**src/rtl/terminal_cliente_if.sv**
```systemverilog
// Bundle of user-panel, cashier-request and cashier-response signals for the client terminal.
// slave = terminal side, master = user panel plus cashier side.
interface terminal_cliente_if;
    logic        inicio;
    logic [15:0] pin_usuario;
    logic        tipo_usuario;
    logic [31:0] monto_usuario;
    logic        balance_actualizado;
    logic        entregar_dinero;
    logic        pin_incorrecto;
    logic        advertencia;
    logic        bloqueo;
    logic        fondos_insuficientes;
    logic        tarjeta_recibida;
    logic        tipo_trans;
    logic        digito_stb;
    logic [3:0]  digito;
    logic [31:0] monto;
    logic        monto_stb;
    logic        ocupado;
    logic        hecho;
    logic [2:0]  resultado;
    logic        bloqueado;

    modport slave (
        input  inicio, pin_usuario, tipo_usuario, monto_usuario,
        input  balance_actualizado, entregar_dinero, pin_incorrecto,
        input  advertencia, bloqueo, fondos_insuficientes,
        output tarjeta_recibida, tipo_trans, digito_stb, digito, monto,
        output monto_stb, ocupado, hecho, resultado, bloqueado
    );

    modport master (
        output inicio, pin_usuario, tipo_usuario, monto_usuario,
        output balance_actualizado, entregar_dinero, pin_incorrecto,
        output advertencia, bloqueo, fondos_insuficientes,
        input  tarjeta_recibida, tipo_trans, digito_stb, digito, monto,
        input  monto_stb, ocupado, hecho, resultado, bloqueado
    );
endinterface

```
**src/rtl/terminal_cliente.sv**
```systemverilog
// Client terminal session sequencer: card pulse, four spaced PIN digits, amount, then response wait.
// All outputs registered; a bloqueo response locks the terminal until reset.
module terminal_cliente #(
    parameter int GAP     = 2,
    parameter int TIMEOUT = 255
) (
    input  logic                clock,
    input  logic                reset,
    terminal_cliente_if.slave   bus
);
    localparam logic [2:0] IDLE      = 3'd0;
    localparam logic [2:0] TARJETA   = 3'd1;
    localparam logic [2:0] DIGITO    = 3'd2;
    localparam logic [2:0] ESPACIO   = 3'd3;
    localparam logic [2:0] MONTO     = 3'd4;
    localparam logic [2:0] ESPERA    = 3'd5;
    localparam logic [2:0] FIN       = 3'd6;
    localparam logic [2:0] BLOQUEADO = 3'd7;

    localparam logic [3:0]  GAP_LAST = 4'(GAP - 1);
    localparam logic [15:0] TO_LAST  = 16'(TIMEOUT - 1);

    logic [2:0]  state;
    logic [15:0] pin_reg;
    logic [1:0]  digit_idx;
    logic [1:0]  next_idx;
    logic [3:0]  gap_cnt;
    logic [15:0] wait_cnt;
    logic [2:0]  resp_code;
    logic        abort;

    always_comb begin
        resp_code = 3'd0;
        if (bus.bloqueo)                   resp_code = 3'd6;
        else if (bus.fondos_insuficientes) resp_code = 3'd5;
        else if (bus.advertencia)          resp_code = 3'd4;
        else if (bus.pin_incorrecto)       resp_code = 3'd3;
        else if (bus.entregar_dinero)      resp_code = 3'd2;
        else if (bus.balance_actualizado)  resp_code = 3'd1;
    end

    // FIN and BLOQUEADO are excluded so a lock never produces a second hecho pulse.
    assign abort    = bus.bloqueo && (state inside {TARJETA, DIGITO, ESPACIO, MONTO, ESPERA});
    assign next_idx = digit_idx + 2'd1;

    always_ff @(posedge clock) begin
        if (reset) begin
            state                <= IDLE;
            pin_reg              <= '0;
            digit_idx            <= '0;
            gap_cnt              <= '0;
            wait_cnt             <= '0;
            bus.tarjeta_recibida <= 1'b0;
            bus.tipo_trans       <= 1'b0;
            bus.digito_stb       <= 1'b0;
            bus.digito           <= '0;
            bus.monto            <= '0;
            bus.monto_stb        <= 1'b0;
            bus.ocupado          <= 1'b0;
            bus.hecho            <= 1'b0;
            bus.resultado        <= '0;
            bus.bloqueado        <= 1'b0;
        end else begin
            bus.tarjeta_recibida <= 1'b0;
            bus.digito_stb       <= 1'b0;
            bus.digito           <= '0;
            bus.monto_stb        <= 1'b0;
            bus.hecho            <= 1'b0;
            if (abort) begin
                state         <= FIN;
                bus.hecho     <= 1'b1;
                bus.resultado <= 3'd6;
            end else begin
                case (state)
                    IDLE: if (bus.inicio) begin
                        pin_reg              <= bus.pin_usuario;
                        bus.tipo_trans       <= bus.tipo_usuario;
                        bus.monto            <= bus.monto_usuario;
                        bus.tarjeta_recibida <= 1'b1;
                        bus.ocupado          <= 1'b1;
                        state                <= TARJETA;
                    end
                    TARJETA: begin
                        bus.digito_stb <= 1'b1;
                        bus.digito     <= pin_reg[3:0];
                        digit_idx      <= 2'd0;
                        state          <= DIGITO;
                    end
                    DIGITO: begin
                        gap_cnt <= '0;
                        state   <= ESPACIO;
                    end
                    // The gap after the last digit also precedes the amount strobe.
                    ESPACIO: if (gap_cnt == GAP_LAST) begin
                        if (digit_idx == 2'd3) begin
                            bus.monto_stb <= 1'b1;
                            state         <= MONTO;
                        end else begin
                            digit_idx      <= next_idx;
                            bus.digito_stb <= 1'b1;
                            bus.digito     <= pin_reg[{next_idx, 2'b00} +: 4];
                            state          <= DIGITO;
                        end
                    end else begin
                        gap_cnt <= gap_cnt + 4'd1;
                    end
                    MONTO: begin
                        wait_cnt <= '0;
                        state    <= ESPERA;
                    end
                    ESPERA: if (resp_code != 3'd0) begin
                        bus.resultado <= resp_code;
                        bus.hecho     <= 1'b1;
                        state         <= FIN;
                    end else if (wait_cnt == TO_LAST) begin
                        bus.resultado <= 3'd7;
                        bus.hecho     <= 1'b1;
                        state         <= FIN;
                    end else begin
                        wait_cnt <= wait_cnt + 16'd1;
                    end
                    FIN: if (bus.resultado == 3'd6) begin
                        bus.bloqueado <= 1'b1;
                        state         <= BLOQUEADO;
                    end else begin
                        bus.ocupado    <= 1'b0;
                        bus.monto      <= '0;
                        bus.tipo_trans <= 1'b0;
                        state          <= IDLE;
                    end
                    default: state <= BLOQUEADO;
                endcase
            end
        end
    end
endmodule
```
**src/flat_wrapper.sv**
```systemverilog
// flat-port wrapper written by rule: the top's interface ports become plain ports
module terminal_cliente_flat 
#(
    parameter int GAP     = 2,
    parameter int TIMEOUT = 255
)
  (clock, reset, bus_inicio, bus_pin_usuario, bus_tipo_usuario, bus_monto_usuario, bus_balance_actualizado, bus_entregar_dinero, bus_pin_incorrecto, bus_advertencia, bus_bloqueo, bus_fondos_insuficientes, bus_tarjeta_recibida, bus_tipo_trans, bus_digito_stb, bus_digito, bus_monto, bus_monto_stb, bus_ocupado, bus_hecho, bus_resultado, bus_bloqueado);
  terminal_cliente_if bus_i ();
  input  logic clock;
  input  logic reset;
  input wire logic [$bits(bus_i.inicio)-1:0] bus_inicio;
  input wire logic [$bits(bus_i.pin_usuario)-1:0] bus_pin_usuario;
  input wire logic [$bits(bus_i.tipo_usuario)-1:0] bus_tipo_usuario;
  input wire logic [$bits(bus_i.monto_usuario)-1:0] bus_monto_usuario;
  input wire logic [$bits(bus_i.balance_actualizado)-1:0] bus_balance_actualizado;
  input wire logic [$bits(bus_i.entregar_dinero)-1:0] bus_entregar_dinero;
  input wire logic [$bits(bus_i.pin_incorrecto)-1:0] bus_pin_incorrecto;
  input wire logic [$bits(bus_i.advertencia)-1:0] bus_advertencia;
  input wire logic [$bits(bus_i.bloqueo)-1:0] bus_bloqueo;
  input wire logic [$bits(bus_i.fondos_insuficientes)-1:0] bus_fondos_insuficientes;
  output wire logic [$bits(bus_i.tarjeta_recibida)-1:0] bus_tarjeta_recibida;
  output wire logic [$bits(bus_i.tipo_trans)-1:0] bus_tipo_trans;
  output wire logic [$bits(bus_i.digito_stb)-1:0] bus_digito_stb;
  output wire logic [$bits(bus_i.digito)-1:0] bus_digito;
  output wire logic [$bits(bus_i.monto)-1:0] bus_monto;
  output wire logic [$bits(bus_i.monto_stb)-1:0] bus_monto_stb;
  output wire logic [$bits(bus_i.ocupado)-1:0] bus_ocupado;
  output wire logic [$bits(bus_i.hecho)-1:0] bus_hecho;
  output wire logic [$bits(bus_i.resultado)-1:0] bus_resultado;
  output wire logic [$bits(bus_i.bloqueado)-1:0] bus_bloqueado;
  assign bus_i.inicio = bus_inicio;
  assign bus_i.pin_usuario = bus_pin_usuario;
  assign bus_i.tipo_usuario = bus_tipo_usuario;
  assign bus_i.monto_usuario = bus_monto_usuario;
  assign bus_i.balance_actualizado = bus_balance_actualizado;
  assign bus_i.entregar_dinero = bus_entregar_dinero;
  assign bus_i.pin_incorrecto = bus_pin_incorrecto;
  assign bus_i.advertencia = bus_advertencia;
  assign bus_i.bloqueo = bus_bloqueo;
  assign bus_i.fondos_insuficientes = bus_fondos_insuficientes;
  assign bus_tarjeta_recibida = bus_i.tarjeta_recibida;
  assign bus_tipo_trans = bus_i.tipo_trans;
  assign bus_digito_stb = bus_i.digito_stb;
  assign bus_digito = bus_i.digito;
  assign bus_monto = bus_i.monto;
  assign bus_monto_stb = bus_i.monto_stb;
  assign bus_ocupado = bus_i.ocupado;
  assign bus_hecho = bus_i.hecho;
  assign bus_resultado = bus_i.resultado;
  assign bus_bloqueado = bus_i.bloqueado;
  terminal_cliente #(.GAP(GAP), .TIMEOUT(TIMEOUT)) u_core (.clock(clock), .reset(reset), .bus(bus_i));
endmodule
```
**config.mk**
```make
export PLATFORM = sky130hd
export DESIGN_NAME = terminal_cliente_flat
export DESIGN_NICKNAME = d
export VERILOG_FILES = /design/src/rtl/terminal_cliente_if.sv /design/src/rtl/terminal_cliente.sv /design/src/flat_wrapper.sv
export SDC_FILE = /design/constraint.sdc
export NUM_CORES = 1
export LEC_CHECK = 0
export CORE_MARGIN = 3
export CORE_UTILIZATION = 44
export DETAILED_ROUTE_END_ITERATION = 8
export PLACE_DENSITY = 0.76
export SYNTH_ARGS = -nofsm -noshare
export SYNTH_HDL_FRONTEND = slang
export SYNTH_SLANG_ARGS = --single-unit
```
**constraint.sdc**
```tcl
create_clock -name clock -period 1.73 [get_ports clock]
set_input_delay 0.2595 -clock clock [delete_from_list [all_inputs] [get_ports clock]]
set_output_delay 0.2595 -clock clock [all_outputs]
set_load 0.05 [all_outputs]
```
# After elaboration in Yosys (flattened, before gate mapping)
# Index checks and enable logic that the tools add are counted.
[word_totals] output_inout_bits=46 reg_bits=87 in_bits=58
[classes] mux=46 n_shift=1 reduce_logical=24 n_eq_ne=21 n_addsub=3 n_bitwise=4
[ops] cell="2-to-1 mux 32 bit" n=2
[ops] cell="case mux 32 bit (2 select lines)" n=1
[ops] cell="2-to-1 mux 3 bit" n=16
[ops] cell="2-to-1 mux 16 bit" n=2
[ops] cell="case mux 16 bit (2 select lines)" n=1
[ops] cell="case mux 3 bit (7 select lines)" n=1
[ops] cell="adder 16 x 1 -> 16 bit (second input constant)" n=1
[ops] cell="== test 16 x 8 -> 1 bit (second input constant)" n=1
[ops] cell="case mux 4 bit (2 select lines)" n=2
[ops] cell="indexed part select 16 x 5 -> 4 bit" n=1
[ops] cell="AND reduction 3 bit" n=5
[ops] cell="inequality test 2 bit (second input constant)" n=7
[ops] cell="== test 3 bit (second input constant)" n=4
[ops] cell="2-to-1 mux 1 bit" n=12
[ops] cell="2-to-1 mux 4 bit" n=3
[ops] cell="AND reduction 4 bit" n=3
[ops] cell="nonzero test 2 bit" n=6
[ops] cell="== test 3 x 2 -> 1 bit (second input constant)" n=2
[ops] cell="inequality test 3 x 2 -> 1 bit (second input constant)" n=2
[ops] cell="case mux 1 bit (2 select lines)" n=3
[ops] cell="nonzero test 3 bit" n=2
[ops] cell="nonzero test 5 bit" n=1
[ops] cell="adder 4 x 1 -> 4 bit (second input constant)" n=1
[ops] cell="== test 4 x 1 -> 1 bit (second input constant)" n=1
[ops] cell="14 further kinds" n=19

# Longest topological paths before layout
# Gate-level depths: netlist of run 1.
[logic_depth] depth_word=10 mapped_depth=8 mapped_depth_nobuf=6

# Least setup slack after synthesis of run 1
# OpenSTA, ideal clock, no wires.
[synth_path] path_type="register to register" startpoint="register u_core.bus.resultado[1]" endpoint="register u_core.bus.monto[16]" synth_period_minus_slack_ps=1773 slack_ps=-43 n_path_buf=1 t_arrival_ps=1702 stages_incl_launch_ff=6 path_cell_list="dfxtp_1 > nand3b_1 > a31oi_1 > clkbuf_1 > o21ai_0 > a21oi_1"
[synth_via] elab_chain_cells=3
[synth_lines] element="start: declaration" line="terminal_cliente_if.sv:30" source="output monto_stb, ocupado, hecho, resultado, bloqueado"
[synth_lines] element="start signal: assignment" line="terminal_cliente.sv:112" source="bus.resultado <= resp_code;"
[synth_lines] element="== test 3 bit" line="terminal_cliente.sv:122" source="FIN: if (bus.resultado == 3'd6) begin"
[synth_lines] element="inequality test 2 bit (no source line)"
[synth_lines] element="AND reduction 4 bit (no source line)"
[synth_lines] element="end signal: assignment" line="terminal_cliente.sv:78" source="bus.monto <= bus.monto_usuario;"
[synth_lines] element="end: declaration" line="terminal_cliente_if.sv:29" source="output tarjeta_recibida, tipo_trans, digito_stb, digito, monto,"
# Every way passes these cells.
# A chain may end at the register's enable or synchronous reset.

# Worst setup path in the final report of run 1
[layout_path] startpoint="register u_core.wait_cnt[0]" endpoint="register u_core.wait_cnt[14]"
[layout_via] elab_chain_cells=4 word_cells_on_any_way=7
[layout_lines] element="start: declaration" line="terminal_cliente.sv:28" source="logic [15:0] wait_cnt;"
[layout_lines] element="start signal: assignment" line="terminal_cliente.sv:120" source="wait_cnt <= wait_cnt + 16'd1;"
[layout_lines] element="adder 16 x 1 -> 16 bit" line="terminal_cliente.sv:120"
[layout_lines] element="2-to-1 mux 16 bit" line="terminal_cliente.sv:115" source="end else if (wait_cnt == TO_LAST) begin"
[layout_lines] element="2-to-1 mux 16 bit" line="terminal_cliente.sv:111" source="ESPERA: if (resp_code != 3'd0) begin"
[layout_lines] element="case mux 16 bit (2 select lines)" line="terminal_cliente.sv:74" source="case (state)"
# Several ways; a longest one is shown, not always the timed one. The select of a mux whose other input is x is not followed.

==> results of run 1 <==
-- final cells by class --
class | count | area [sq um]
clock buffers | 12 | 155.1
multi-input cells | 347 | 2122
well taps | 108 | 135.1
clock inverters | 4 | 77.57
inverters | 20 | 75.07
fillers | 751 | 3118
flip-flops and latches | 87 | 1749
repair buffers | 151 | 1331
-- how the worst max path moves through the flow --
stage / from / end / slack [ns] / cells past startpoint
after floorplan: u_core.bus.resultado[0] / u_core.bus.monto[16] / 0.06 / 5
after global placement: bus_bloqueo / u_core.wait_cnt[0] / -0.11 / 6
after detailed placement: bus_bloqueo / u_core.wait_cnt[0] / -0.12 / 6
after CTS: u_core.bus.digito[0] / bus_digito[0] / 0.002 / 1
after global routing: u_core.wait_cnt[0] / u_core.wait_cnt[12] / -0.05 / 7
final: u_core.wait_cnt[0] / u_core.wait_cnt[14] / 0.02 / 6
-- kinds of logic (layout without fill, tap and decap cells) --
family                     Yosys count  in the layout  share of synthesized area [%]
and+or+nand+nor                    188            188                          24.13
AOI/OAI and AO/OA                  148            148                          22.50
buffers and inverters               53            187                          5.477
DFF                                 87             87                          43.57
muxes                                6              6                          2.754
adders and majority gates            5              5                          1.565
-- worst max-delay path: stages, from the launching register on --
cell and delay (ns):
dfxtp_2 0.35, buf_6 0.12, ha_4 0.13, nand4_1 0.20, or4_4 0.54, nand4b_1 0.19
o211ai_1 0.10
-- through the flow --
stage	cell area, sq um	setup slack [ns]	hold slack [ns]
2_1_floorplan	4000	0.05652	0.3955
3_3_place_gp	5299	-0.1068	0.4423
3_5_place_dp	5299	-0.1165	0.4467
4_1_cts	5532	0.001739	0.2066
5_1_grt	5645	-0.04666	0.2221
6_report	5645	0.01891	0.2352
-- layer usage --
metal / wire [microns] / vias up / global-route usage [%]
met5: 0 / - / 0
met2: 5535 / 149 / 34.15
li1: - / 2011 / -
met4: 173 / 0 / 8.282
met1: 5006 / 1966 / 28.32
met3: 854 / 15 / 5.785
-- power by group --
part	internal [W]	switching [W]	total, W
registers	0.00216	0.0000973	0.00225
logic	0.000520	0.000849	0.00137
clock network	0.000900	0.000735	0.00163
total	0.00357	0.00168	0.00526
-- cells in the mapped netlist (3+ instances only) --
cell type,number,share of area [%]
nor4_1,4,0.63
ha_1,5,1.6
or3_1,4,0.63
nor3_1,11,1.4
nand2b_1,4,0.63
nand3b_1,5,0.94
nand2_1,76,7.1
o21ai_1,12,1.5
buf_2,10,1.3
dfxtp_1,87,44
o21ai_0,27,3.4
a31oi_1,5,0.78
a22oi_1,4,0.75
o31ai_1,3,0.56
or4_1,3,0.56
clkbuf_1,21,2.0
and3_1,5,0.78
nor2_1,25,2.3
o211ai_1,9,1.7
a21oi_1,61,7.6
nand4b_1,5,1.1
nand4_1,10,1.6
inv_1,20,1.9
nor3b_1,3,0.56
a211oi_1,3,0.56
mux4_2,4,2.3
nand3_1,17,2.1
-- layout by cell type, fill, tap and decap left out, types with 6 or more instances in the layout --
cell             count
o211ai_1             9
inv_1               20
o21ai_1             12
o21ai_0             27
clkdlybuf4s50_1     56
dfxtp_1             81
a21oi_1             60
nor3_1              11
nand2_1             76
nand4_1             10
nand3_1             17
buf_4               82
dfxtp_2              6
clkbuf_8            11
nor2_1              25
-- what timing repair did --
item / CTS / global route
resized for setup: 6 / 21
pin swaps: 0 / 8
endpoints found under the setup margin: 19 / 23
buffers inserted: 0 / 3
==> results_dict.tcl, run 1 <==
set metrics [dict create \
    status "finished, final reports clean" \
    clock.fmax_mhz 584.4 \
    post-route-min-period_ns 1.711 \
    die_x_microns 101.3 \
    cts_tree "built" \
    endpoint_kind "register" \
    synth_warnings 0 \
    io_buffers 103 \
    slew_viol_final 0 \
    place_hpwl_mm 7.980 \
    antennaDiodeCount 0 \
    drtPass1Iterations 5 \
    path_max_fanout 6 \
    rrSetupSlack_ns 0.02 \
    grt_usage_pct 21.64 \
    routedWlPerCell_microns 15.87 \
    seq_area_frac_synth_pct 43.57 \
    path_clk_slew_ns 0.08 \
    synth_area_sq_mm 0.003998 \
    worst-r2r-cell-count 6 \
    final_cells 729 \
    gr-total-overflow 0 \
    synth_edf_count 0 \
    h-tree-depth 3 \
    drc_errors 0 \
    initial_core_util_pct 45.62 \
    grt_max_degree 50 \
    maxCapViolations 0 \
    grt_antenna_before_repair 0 \
    fin_worst_skew_ns 0.008977 \
    largest_register_ffs 32 \
    tightest_slew_ns 0.5003 \
    placed_cells 710 \
    viasPerCell 5.680 \
    dieArea_sq_mm 0.01026 \
    vias 4141 \
    grt_pass1_vias 3815 \
    crit_type "reg -> reg" \
    min_from "reset" \
    r2r_start "u_core.wait_cnt[0]" \
    slew_headroom_pct 66.59 \
    power.leakage_nw 2.156 \
    peakVddDrop_mv 0.6098 \
    cts_hold_buffers 0 \
    hp-class "in -> reg" \
    setup_viol 0 \
    arrival_ns 1.98 \
    final_nets 679 \
    finalWeightedCongestion 0.8850 \
    async_flop_share_pct 0 \
    cts.path.max_buffers 2 \
    power_density_mw_per_mm2 931.1 \
    r2r-end "u_core.wait_cnt[14]" \
    core.rowCount 34 \
    synth-main-ff-cell "dfxtp_1" \
    root_buffer "clkbuf_8" \
    insertion_delay_ns 0.35 \
    ant_nets 0 \
    areaGrowthSynthToFinish_pct 41.22 \
    synth_cells 487 \
    ys_types 62 \
    syn_avg_cell_area_sq_um 8.209 \
    finalCritPeriodShare_pct 98.91 \
    min_to "u_core.wait_cnt[0]" \
    core_sq_mm 0.008763 \
    drt_iter0_markers 201 \
    routed_wl_mm 11.57 \
    required_ns 2.00 \
    synth-seq-cells 87 \
    hold_path_depth 2 \
    finish.utilization_pct 64.42 \
    drive_gt1_share_pct 22.22 \
    dieHeight_microns 101.3 \
    finalSetupTns_ns 0 \
    synth_fp_nets 550 \
    finalHoldViolCount 0 \
    totalPowerFinal_w 0.005256 \
    start_kind "register" \
    numCtsBuffers 9 \
    grt_pass1_wl_mm 18.00 \
    ioPinCount 104 \
    cts.sinks 87 \
]
Power figures use the tool's default switching activity.
==> run 2: changes to the inputs <==
CTS_BUF_LIST = sky130_fd_sc_hd__clkbuf_8 sky130_fd_sc_hd__clkbuf_16   (was default)
==> results_dict.tcl, run 2 (synthesis gave the netlist of run 1 again) <==
set metrics [dict create \
    cts.sinks 87 \
    multi_input_area_sq_mm 0.002122 \
    worst-r2r-cell-count 6 \
    grt_antenna_before_repair 0 \
    die_x_microns 101.3 \
    dieArea_sq_mm 0.01026 \
    start_kind "register" \
    finalWeightedCongestion 0.8850 \
    regArea_sq_mm 0.001749 \
    required_ns 2.00 \
    path_max_fanout 6 \
    slew_headroom_pct 66.59 \
    most-common-layout-cells "buf_4 (82), dfxtp_1 (81), nand2_1 (76), a21oi_1 (60), clkdlybuf4s50_1 (56)" \
    power.leakage_nw 2.160 \
    slew_viol_final 0 \
    grt_max_degree 50 \
    status "finished, final reports clean" \
    antennaDiodeCount 0 \
    r2r_start "u_core.wait_cnt[0]" \
    grt_usage_pct 21.64 \
    drtPass1Iterations 5 \
    layout_commonest_cell "buf_4" \
    r2r-end "u_core.wait_cnt[14]" \
    h-tree-depth 3 \
    cts.path.max_buffers 2 \
    post-route-min-period_ns 1.715 \
    drive_gt1_share_pct 22.22 \
    min_from "reset" \
    grt_pass1_vias 3815 \
    final_area_sq_mm 0.005645 \
    finalHoldViolCount 0 \
    gr-total-overflow 0 \
    areaGrowthSynthToFinish_pct 41.22 \
    post-place-ws_ns -0.1165 \
    ioPinCount 104 \
    cts_tree "built" \
    routed_wl_mm 11.54 \
    routedWlPerCell_microns 15.83 \
    viasPerCell 5.667 \
    slowest_stage "or4_4" \
    maxCapViolations 0 \
    grtUsageMet1_pct 28.32 \
    clock.fmax_mhz 583.3 \
    ant_nets 0 \
    setup_viol 0 \
    endpoint_kind "register" \
    tightest_slew_ns 0.5003 \
    use_met2_pct 34.15 \
    place_hpwl_mm 7.980 \
    crit_chain "buf_6 > ha_4 > nand4_1 > or4_4 > nand4b_1 > o211ai_1" \
    final_nets 679 \
    hp-class "in -> reg" \
    finalCritPeriodShare_pct 99.11 \
    busiest_layer "met2" \
    crit_type "reg -> reg" \
    dieHeight_microns 101.3 \
    min_to "u_core.wait_cnt[0]" \
    totalPowerFinal_w 0.005246 \
    arrival_ns 1.98 \
    core_sq_mm 0.008763 \
    core.rowCount 34 \
    grt_use_met3_pct 5.785 \
    fillers 751 \
    drt_iter0_markers 201 \
    largest_register_ffs 32 \
    cts_hold_buffers 0 \
    insertion_delay_ns 0.35 \
    path_clk_slew_ns 0.08 \
    numCtsBuffers 9 \
    placed_cells 710 \
    fin_ws_ns 0.01547 \
    power_density_mw_per_mm2 929.3 \
    initial_core_util_pct 45.62 \
    placed_cell_area_sq_mm 0.005299 \
    final_cells 729 \
    crit_family "simple AND/OR/NAND/NOR gates" \
    slowest_delay_ns 0.55 \
    critPathBufInv 1 \
    drc_errors 0 \
    peakVddDrop_mv 0.6095 \
    vias 4131 \
    root_buffer "clkbuf_8" \
    fin_worst_skew_ns 0.008978 \
    grt_pass1_wl_mm 18.00 \
    finalSetupTns_ns 0 \
    rrSetupSlack_ns 0.02 \
    io_buffers 103 \
    hold_path_depth 2 \
]
-- run 2: changes by cell type in the layout (fill, tap and decap cells not counted) --
cell      change
clkbuf_1      -1
inv_1         +1
-- run 2: metal layers --
| metal | wire length (microns) | share of wire [%] |
|---|---|---|
| met5 | 0 | 0 |
| met4 | 158 | 1.4 |
| met3 | 915 | 7.9 |
| met2 | 5535 | 48 |
| met1 | 4929 | 43 |
-- run 2: cell type report --
class / instances / area share [%]
inverter: 20 / 1.330
sequential: 87 / 30.98
timing repair buffer: 151 / 23.58
multi-input combinational: 347 / 37.59
clock buffer: 11 / 2.682
tap: 108 / 2.394
clock inverter: 5 / 1.441
-- run 2: how the worst max path moves through the flow --
stage / startpoint / to / depth (start not counted)
4_1_cts: u_core.bus.digito[0] / bus_digito[0] / 1
6_report: u_core.wait_cnt[0] / u_core.wait_cnt[14] / 6
3_5_place_dp: bus_bloqueo / u_core.wait_cnt[0] / 6
2_1_floorplan: u_core.bus.resultado[0] / u_core.bus.monto[16] / 5
3_3_place_gp: bus_bloqueo / u_core.wait_cnt[0] / 6
5_1_grt: u_core.wait_cnt[0] / u_core.wait_cnt[12] / 7
-- run 2: power by group --
part	total (W)	internal, W	leakage, nW	switching (W)
clock network	0.00163	0.000894	0.121	0.000732
registers	0.00225	0.00216	0.713	0.0000971
logic	0.00137	0.000520	1.33	0.000848
total	0.00525	0.00357	2.16	0.00168
-- run 2: what timing repair did --
item / CTS / global route
gates resized for setup: 6 / 21
setup buffers: 0 / 3
setup endpoints to repair: 19 / 23
cloned: 0 / 0
pin swaps: 0 / 8
-- run 2: through the flow --
stage | util (%) | hold slack (ns)
after floorplan | - | 0.3955
after global placement | 60.47 | 0.4423
after detailed placement | 60.47 | 0.4467
after CTS | 63.12 | 0.2066
after global routing | 64.42 | 0.2221
final | 64.42 | 0.2384
